## src/rtl/pipe_core_p.sv

```systemverilog
// pipe_core_p: five-stage in-order integer pipeline (IF/ID/EX/MEM/WB) with
// EX-stage forwarding, load-use interlock and a run/drain control FSM.
module pipe_core_p #(
  parameter int unsigned DATA_W     = 32,
  parameter int unsigned NREG       = 4,
  parameter int unsigned DMEM_DEPTH = 8,
  parameter int unsigned IMEM_AW    = 5
) (
  input  logic                     CLK,
  input  logic                     RST,
  input  logic                     start,
  input  logic [IMEM_AW-1:0]       prog_len,
  output logic [IMEM_AW-1:0]       imem_addr,
  input  logic [31:0]              imem_data,
  input  logic                     cfg_we,
  input  logic [$clog2(NREG)-1:0]  cfg_addr,
  input  logic [DATA_W-1:0]        cfg_wdata,
  input  logic [$clog2(NREG)-1:0]  dbg_sel,
  output logic [DATA_W-1:0]        dbg_rdata,
  output logic                     busy,
  output logic                     done,
  output logic [15:0]              stall_cnt,
  output logic [15:0]              retired
);
  localparam int unsigned RW = $clog2(NREG);
  localparam int unsigned AW = $clog2(DMEM_DEPTH);

  typedef enum logic [1:0] {S_IDLE, S_RUN, S_DRAIN} state_e;
  typedef enum logic [2:0] {OP_NOP, OP_ADD, OP_SUB, OP_SLA, OP_SRA, OP_LD, OP_ST} op_e;

  // architectural state
  logic [DATA_W-1:0]  r_rf   [NREG];
  logic [DATA_W-1:0]  r_dmem [DMEM_DEPTH];

  // control
  state_e             r_state;
  logic [IMEM_AW-1:0] r_pc, r_len;
  logic [1:0]         r_drain_cnt;
  logic               r_busy, r_done;
  logic [15:0]        r_stall_cnt, r_retired;

  // IF/ID (only the fields the decoder uses; rt is the low bits of imm)
  logic               r_ifid_valid;
  logic [7:0]         r_ifid_opc, r_ifid_imm;
  logic [RW-1:0]      r_ifid_rs, r_ifid_rd;

  // ID/EX
  logic               r_idex_valid, r_idex_we;
  op_e                r_idex_op;
  logic [RW-1:0]      r_idex_rs, r_idex_rt, r_idex_dst;
  logic [7:0]         r_idex_imm;
  logic [DATA_W-1:0]  r_idex_a, r_idex_b;

  // EX/MEM
  logic               r_exmem_valid, r_exmem_we;
  op_e                r_exmem_op;
  logic [RW-1:0]      r_exmem_dst;
  logic [DATA_W-1:0]  r_exmem_res, r_exmem_sdata;
  logic [AW-1:0]      r_exmem_addr;

  // MEM/WB
  logic               r_memwb_valid, r_memwb_we;
  logic [RW-1:0]      r_memwb_dst;
  logic [DATA_W-1:0]  r_memwb_res;

  logic               w_unused;
  op_e                w_op;
  logic [RW-1:0]      w_rt, w_dst;
  logic               w_id_we, w_uses_rs, w_uses_rt, w_stall, w_pipe_empty, w_last_fetch;
  logic               w_exmem_fwd, w_memwb_fwd, w_imm_big;
  logic [DATA_W-1:0]  w_id_a, w_id_b, w_fwd_a, w_fwd_b, w_alu, w_mem_res;

  assign w_unused     = ^{imem_data[23:16+RW], imem_data[7:RW]};
  assign imem_addr    = r_pc;
  assign busy         = r_busy;
  assign done         = r_done;
  assign stall_cnt    = r_stall_cnt;
  assign retired      = r_retired;
  assign dbg_rdata    = r_rf[dbg_sel];
  assign w_pipe_empty = !(r_ifid_valid || r_idex_valid || r_exmem_valid || r_memwb_valid);
  assign w_last_fetch = (r_pc == r_len - IMEM_AW'(1));
  assign w_exmem_fwd  = r_exmem_valid && r_exmem_we && (r_exmem_op != OP_LD);
  assign w_memwb_fwd  = r_memwb_valid && r_memwb_we;
  assign w_imm_big    = (32'(r_idex_imm) >= DATA_W);
  assign w_rt         = r_ifid_imm[RW-1:0];

  // Decode the instruction in ID; unknown opcodes behave as NOP
  always_comb begin
    w_op = OP_NOP;
    case (r_ifid_opc)
      8'h20:   w_op = OP_ADD;
      8'h10:   w_op = OP_SUB;
      8'h08:   w_op = OP_SLA;
      8'h04:   w_op = OP_SRA;
      8'h40:   w_op = OP_ST;
      8'h80:   w_op = OP_LD;
      default: w_op = OP_NOP;
    endcase
    w_uses_rs = (w_op == OP_ADD) || (w_op == OP_SUB) || (w_op == OP_SLA) || (w_op == OP_SRA);
    w_uses_rt = (w_op == OP_ADD) || (w_op == OP_SUB) || (w_op == OP_ST);
    w_id_we   = w_uses_rs || (w_op == OP_LD);
    w_dst     = (w_op == OP_LD) ? w_rt : r_ifid_rd;
  end

  // Register read in ID with write-through from the WB stage
  always_comb begin
    w_id_a = r_rf[r_ifid_rs];
    w_id_b = r_rf[w_rt];
    if (w_memwb_fwd && (r_memwb_dst == r_ifid_rs)) w_id_a = r_memwb_res;
    if (w_memwb_fwd && (r_memwb_dst == w_rt))      w_id_b = r_memwb_res;
  end

  // Load-use interlock: LOAD in EX feeding an operand of the ID instruction
  always_comb begin
    w_stall = r_ifid_valid && r_idex_valid && (r_idex_op == OP_LD) &&
              ((w_uses_rs && (r_idex_dst == r_ifid_rs)) || (w_uses_rt && (r_idex_dst == w_rt)));
  end

  // EX operand forwarding: EX/MEM beats MEM/WB beats the ID/EX copy
  always_comb begin
    w_fwd_a = r_idex_a;
    w_fwd_b = r_idex_b;
    if (w_memwb_fwd && (r_memwb_dst == r_idex_rs)) w_fwd_a = r_memwb_res;
    if (w_memwb_fwd && (r_memwb_dst == r_idex_rt)) w_fwd_b = r_memwb_res;
    if (w_exmem_fwd && (r_exmem_dst == r_idex_rs)) w_fwd_a = r_exmem_res;
    if (w_exmem_fwd && (r_exmem_dst == r_idex_rt)) w_fwd_b = r_exmem_res;
  end

  // ALU; oversized shifts saturate to zero or sign fill
  always_comb begin
    w_alu = '0;
    case (r_idex_op)
      OP_ADD:  w_alu = w_fwd_a + w_fwd_b;
      OP_SUB:  w_alu = w_fwd_a - w_fwd_b;
      OP_SLA:  w_alu = w_imm_big ? '0 : (w_fwd_a << r_idex_imm);
      OP_SRA:  w_alu = w_imm_big ? {DATA_W{w_fwd_a[DATA_W-1]}}
                                 : DATA_W'($unsigned($signed(w_fwd_a) >>> r_idex_imm));
      default: w_alu = '0;
    endcase
  end

  // MEM result: load data or the ALU value passing through
  assign w_mem_res = (r_exmem_op == OP_LD) ? r_dmem[r_exmem_addr] : r_exmem_res;

  // Control FSM: fetch sequencing, drain detection, run statistics
  always_ff @(posedge CLK) begin
    if (RST) begin
      r_state     <= S_IDLE;
      r_pc        <= '0;
      r_len       <= '0;
      r_drain_cnt <= '0;
      r_busy      <= 1'b0;
      r_done      <= 1'b0;
      r_stall_cnt <= '0;
      r_retired   <= '0;
    end else begin
      r_done <= 1'b0;
      case (r_state)
        S_IDLE: begin
          if (start) begin
            r_pc        <= '0;
            r_len       <= prog_len;
            r_drain_cnt <= '0;
            r_stall_cnt <= '0;
            r_retired   <= '0;
            if (prog_len != '0) begin
              r_state <= S_RUN;
              r_busy  <= 1'b1;
            end else begin
              r_done  <= 1'b1;
            end
          end
        end
        S_RUN: begin
          if (!w_stall) begin
            if (w_last_fetch) r_state <= S_DRAIN;
            else              r_pc    <= r_pc + IMEM_AW'(1);
          end
        end
        S_DRAIN: begin
          if (w_pipe_empty) begin
            if (r_drain_cnt == 2'd3) begin
              r_state <= S_IDLE;
              r_busy  <= 1'b0;
              r_done  <= 1'b1;
            end else begin
              r_drain_cnt <= r_drain_cnt + 2'd1;
            end
          end
        end
        default: r_state <= S_IDLE;
      endcase
      if (r_state != S_IDLE) begin
        if (w_stall && (r_stall_cnt != 16'hFFFF))       r_stall_cnt <= r_stall_cnt + 16'd1;
        if (r_memwb_valid && (r_retired != 16'hFFFF))   r_retired   <= r_retired + 16'd1;
      end
    end
  end

  // Pipeline registers; a stall holds IF/ID and sends a bubble into EX
  always_ff @(posedge CLK) begin
    if (RST) begin
      r_ifid_valid  <= 1'b0;
      r_ifid_opc    <= '0;
      r_ifid_imm    <= '0;
      r_ifid_rs     <= '0;
      r_ifid_rd     <= '0;
      r_idex_valid  <= 1'b0;
      r_idex_we     <= 1'b0;
      r_idex_op     <= OP_NOP;
      r_idex_rs     <= '0;
      r_idex_rt     <= '0;
      r_idex_dst    <= '0;
      r_idex_imm    <= '0;
      r_idex_a      <= '0;
      r_idex_b      <= '0;
      r_exmem_valid <= 1'b0;
      r_exmem_we    <= 1'b0;
      r_exmem_op    <= OP_NOP;
      r_exmem_dst   <= '0;
      r_exmem_res   <= '0;
      r_exmem_sdata <= '0;
      r_exmem_addr  <= '0;
      r_memwb_valid <= 1'b0;
      r_memwb_we    <= 1'b0;
      r_memwb_dst   <= '0;
      r_memwb_res   <= '0;
    end else begin
      if (!w_stall) begin
        r_ifid_valid <= (r_state == S_RUN);
        r_ifid_opc   <= imem_data[31:24];
        r_ifid_rs    <= imem_data[16 +: RW];
        r_ifid_imm   <= imem_data[15:8];
        r_ifid_rd    <= imem_data[RW-1:0];
      end
      r_idex_valid  <= r_ifid_valid && !w_stall;
      r_idex_we     <= r_ifid_valid && !w_stall && w_id_we;
      r_idex_op     <= w_op;
      r_idex_rs     <= r_ifid_rs;
      r_idex_rt     <= w_rt;
      r_idex_dst    <= w_dst;
      r_idex_imm    <= r_ifid_imm;
      r_idex_a      <= w_id_a;
      r_idex_b      <= w_id_b;
      r_exmem_valid <= r_idex_valid;
      r_exmem_we    <= r_idex_we;
      r_exmem_op    <= r_idex_op;
      r_exmem_dst   <= r_idex_dst;
      r_exmem_res   <= w_alu;
      r_exmem_sdata <= w_fwd_b;
      r_exmem_addr  <= r_idex_imm[AW-1:0];
      r_memwb_valid <= r_exmem_valid;
      r_memwb_we    <= r_exmem_we;
      r_memwb_dst   <= r_exmem_dst;
      r_memwb_res   <= w_mem_res;
    end
  end

  // Register file and data memory; reset wins over any in-flight write
  always_ff @(posedge CLK) begin
    if (RST) begin
      for (int i = 0; i < int'(NREG); i++)       r_rf[i]   <= '0;
      for (int i = 0; i < int'(DMEM_DEPTH); i++) r_dmem[i] <= DATA_W'(i - 3);
    end else begin
      if (w_memwb_fwd)                     r_rf[r_memwb_dst] <= r_memwb_res;
      else if (cfg_we && (r_state == S_IDLE)) r_rf[cfg_addr] <= cfg_wdata;
      if (r_exmem_valid && (r_exmem_op == OP_ST)) r_dmem[r_exmem_addr] <= r_exmem_sdata;
    end
  end

endmodule

```

## config.mk

```make
export PLATFORM = sky130hd
export DESIGN_NAME = pipe_core_p
export DESIGN_NICKNAME = d
export VERILOG_FILES = /design/src/rtl/pipe_core_p.sv
export SDC_FILE = /design/constraint.sdc
export NUM_CORES = 2
export LEC_CHECK = 0
export ABC_CLOCK_PERIOD_IN_PS = 14250
export BUFFER_PORTS_ARGS = -buffer_cell sky130_fd_sc_hd__buf_2
export CAP_MARGIN = 20
export CORE_UTILIZATION = 45
export DETAILED_ROUTE_END_ITERATION = 10
export GPL_ROUTABILITY_DRIVEN = 0
export PLACE_DENSITY = 0.62
export SLEW_MARGIN = 20
export SYNTH_ARGS = -nofsm -noshare
export SYNTH_HDL_FRONTEND = slang
export SYNTH_SLANG_ARGS = --single-unit
```

## constraint.sdc

```tcl
create_clock -name CLK -period 14.25 [get_ports CLK]
set_input_delay 0.7125 -clock CLK [delete_from_list [all_inputs] [get_ports CLK]]
set_output_delay 0.7125 -clock CLK [all_outputs]
set_load 0.005 [all_outputs]
```

==> results.py <==
metrics = {
    "pwr": {
        "power_frac_seq_pct": 45.8,
        "p_sw_share_pct": 26.2,
        "power_frac_comb_pct": 12.5,
        "switchingPower_uw": 1240,
        "ir_worst_vdd_mv": 0.0794,
        "pwr_density_cell_mw_per_mm2": 118,
        "p_leak_uw": 0.0144,
        "internal_power_uw": 3490,
        "p_clk_share_pct": 41.6,
    },
    "floorplanning": {
        "initial_core_util_pct": 45.5,
        "die_area_mm2": 0.0810,
        "num_io_pins": 148,
        "die_width_um": 285,
        "die_h_um": 285,
        "core_mm2": 0.0790,
        "rows": 103,
    },
    "finish": {
        "stdcell_count": 4463,
        "fin_area_mm2": 0.0401,
        "drive_above_1_share_pct": 16.5,
        "utilization_pct": 50.7,
        "syn_to_final_growth_pct": 11.5,
        "final_nets": 3465,
    },
    "clocking": {
        "cts_tree": "built",
        "hold_buffers": 0,
        "cts_buffers": 75,
        "numClockSinks": 678,
        "post_cts_buffers": 0,
        "postCtsResizedCells": 0,
        "cts_root_buf": "clkbuf_16",
        "clk_path_buf_depth": 3,
        "path_clk_slew_ns": 0.07,
        "cts_max_level": 3,
        "clk_latency_ns": 0.63,
    },
    "synthesis": {
        "yosys.area.top_type_share_pct": 32.1,
        "synth_ff_type": "edfxtp_1",
        "syn_area_per_cell_um2": 10.8,
        "ys_seq_area_share_pct": 48.4,
        "synth_area_mm2": 0.0360,
        "synth_common_cells": "edfxtp_1 (384), nor2_1 (367), dfxtp_1 (294)",
        "ys.warnings.count": 0,
        "yosysTopAreaCell": "edfxtp_1",
        "synth_edf_count": 384,
        "ys_ff_latch": 678,
        "ys_top_cells_by_area": "edfxtp_1 (32%), dfxtp_1 (16%), mux4_2 (11%), nor2_1 (3.8%), mux2i_1 (3.8%)",
        "synth_fp_nets": 3430,
        "syn_inst": 3315,
        "synth_cell_types": 96,
        "synthArstFlopShare_pct": 0,
        "synth.most_common_cell": "edfxtp_1",
    },
    "critical_path": {
        "crit_path_start_kind": "flop",
        "path_delay_family": "compound AO/OA/AOI/OAI gates",
        "cp-end-kind": "flop",
        "critPathLaunch": "r_idex_imm[1]",
        "cp_num_buf_inv": 2,
        "path_cells": "buf_4 -> xor2_1 -> nor4_2 -> buf_4 -> a21oi_1 -> a22oi_1 -> and4_1 -> and4_1 -> and2_1 -> a21oi_1 -> xor2_1 -> ha_1 -> nand4_1 -> nor2_1 -> a211o_1 -> a311o_1 -> o21a_1 -> a21o_1 -> a21oi_1 -> xnor2_1 -> a22oi_1 -> a31oi_1",
        "path_max_fanout": 56,
        "r2r-start": "r_idex_imm[1]",
        "r2r_end": "r_exmem_res[25]",
        "crit_path_frequent_cell": "a21oi_1",
        "critPathCapture": "r_exmem_res[25]",
        "slowest_delay_ns": 0.60,
        "r2r_slack_ns": 7.64,
        "crit_type": "flop to flop",
        "cp.depth": 22,
        "required_ns": 14.71,
        "cp.arrival_ns": 7.07,
        "r2r_cells": 22,
        "slowest_stage": "buf_4",
    },
    "global_routing": {
        "grt.total_usage_pct": 28.6,
        "grt_pass1_vias": 26200,
        "antenna_found_initial": 6,
        "grt_max_degree": 144,
        "grt_pass1_wl_um": 172000,
        "overflow": 0,
    },
    "routing": {
        "drc_errors": 0,
        "met2_wirelength_um": 54200,
        "via_per_inst": 6.24,
        "wl_per_cell_um": 26.5,
        "wirelength_um": 118000,
        "ant_nets": 0,
        "drtIter0Drc": 3972,
        "wl_met1_um": 47800,
        "top_layer": "met5",
        "first_pass_iters": 6,
        "wl_met3_um": 12100,
        "num_vias": 27800,
    },
    "sta": {
        "fin_tns_setup_ns": 0,
        "relSlewSlack_pct": 26.5,
        "setup_violations": 0,
        "maxSlewViolCount": 0,
        "fin_skew_ns": 0.0225,
        "setup_slack_ns": 7.64,
        "timing.fmax_ghz": 0.151,
        "rsz0062_at_grt": "no",
        "finalCriticalPeriod_ns": 6.61,
        "finalCritPeriodShare_pct": 46.4,
        "finalHoldViolCount": 0,
        "tightestPinTransition_ns": 1.10,
    },
    "worst_hold_path": {
        "worstHoldPathType": "input port to flop",
    },
    "status": {
        "status": "completed",
    },
    "placement": {
        "placed_cells": 4321,
        "dp_slack_ns": 7.88,
        "place_area_mm2": 0.0375,
        "dp_hpwl_um": 78900,
        "portBuffers": 135,
    },
    "job": {
        "maxCapViolations": 0,
    },
}
## cell families (layout without fill, tap and decap cells)
group	after synthesis	after routing	synth area share [%]
AOI/OAI and AO/OA	652	652	12.3
muxes	314	314	14.7
adders and majority gates	38	38	1.34
DFF	678	678	48.4
xor gates and xnor gates	103	103	2.53
buffers and inverters	320	415	3.61
and+or+nand+nor	1210	1210	17.0
other	0	3	0
## worst register-to-register path: stages, from the launching register on
cell and delay, ns:
dfxtp_1 0.31, buf_4 0.49, xor2_1 0.23, nor4_2 0.24, buf_4 0.60, a21oi_1 0.11, a22oi_1 0.55, and4_1 0.37
and4_1 0.22, and2_1 0.32, a21oi_1 0.13, xor2_1 0.17, ha_1 0.38, nand4_1 0.18, nor2_1 0.07, a211o_1 0.27
a311o_1 0.40, o21a_1 0.27, a21o_1 0.18, a21oi_1 0.17, xnor2_1 0.18, a22oi_1 0.14, a31oi_1 0.50
## how the worst min path moves through the flow
stage / cells past startpoint / start / to / slack [ns]
2_1_floorplan: 1 / r_idex_we / r_exmem_we / 0.41
3_3_place_gp: 1 / r_idex_we / r_exmem_we / 0.44
3_5_place_dp: 1 / r_idex_we / r_exmem_we / 0.44
4_1_cts: 2 / imem_data[31] / r_ifid_opc[7] / 0.26
5_1_grt: 2 / imem_data[25] / r_ifid_opc[1] / 0.28
6_report: 2 / imem_data[31] / r_ifid_opc[7] / 0.29
## layer usage
layer  track usage (%)  vias up
li1                  -    12300
met1              39.1    13800
met2              44.7     1541
met3              6.33      251
met4              9.61        2
met5                 0        -
## per-stage QoR
stage | total power (uW) | hold WS (ns)
CTS | 4730 | 0.260
global route | 4860 | 0.283
detailed placement | 2780 | 0.440
floorplan | 2580 | 0.414
global placement | 2780 | 0.435
finish | 4730 | 0.289
## power groups by stage
stage	Combinational [uW]	Sequential [uW]	Clock [uW]
2_1_floorplan	391	2190	0
3_3_place_gp	570	2200	0
3_5_place_dp	571	2210	0
4_1_cts	574	2170	1990
5_1_grt	623	2170	2070
6_report	593	2170	1970
## cell usage in the layout, fill, tap and decap left out, types with 16 or more instances in the layout
cell type	instances
nand4_1	20
o22ai_1	19
clkbuf_16	83
ha_1	37
mux4_2	171
and3_1	18
buf_2	134
edfxtp_1	384
nor2_1	361
a21oi_1	180
a221o_1	19
a221oi_1	29
xor2_1	59
xnor2_1	43
o211ai_1	17
a31oi_1	28
o21ai_0	93
and2_1	205
nand2b_1	117
nand2_1	192
buf_4	58
dfxtp_1	282
clkbuf_1	16
inv_1	82
a22oi_1	29
nand3_1	56
mux2i_1	135
a21o_1	21
nor2b_1	115
a211oi_1	62
nor3_1	43
## cell type report
cell class	instances	area (um^2)
fillers	7024	38900
flip-flops and latches	678	17400
well taps	1050	1310
repair buffers	195	1160
clock buffers	105	2220
clock inverters	32	290
diodes	3	7.51
inverters	83	312
multi-input cells	2317	17300
No activity file was read; power rests on OpenSTA's default activity.
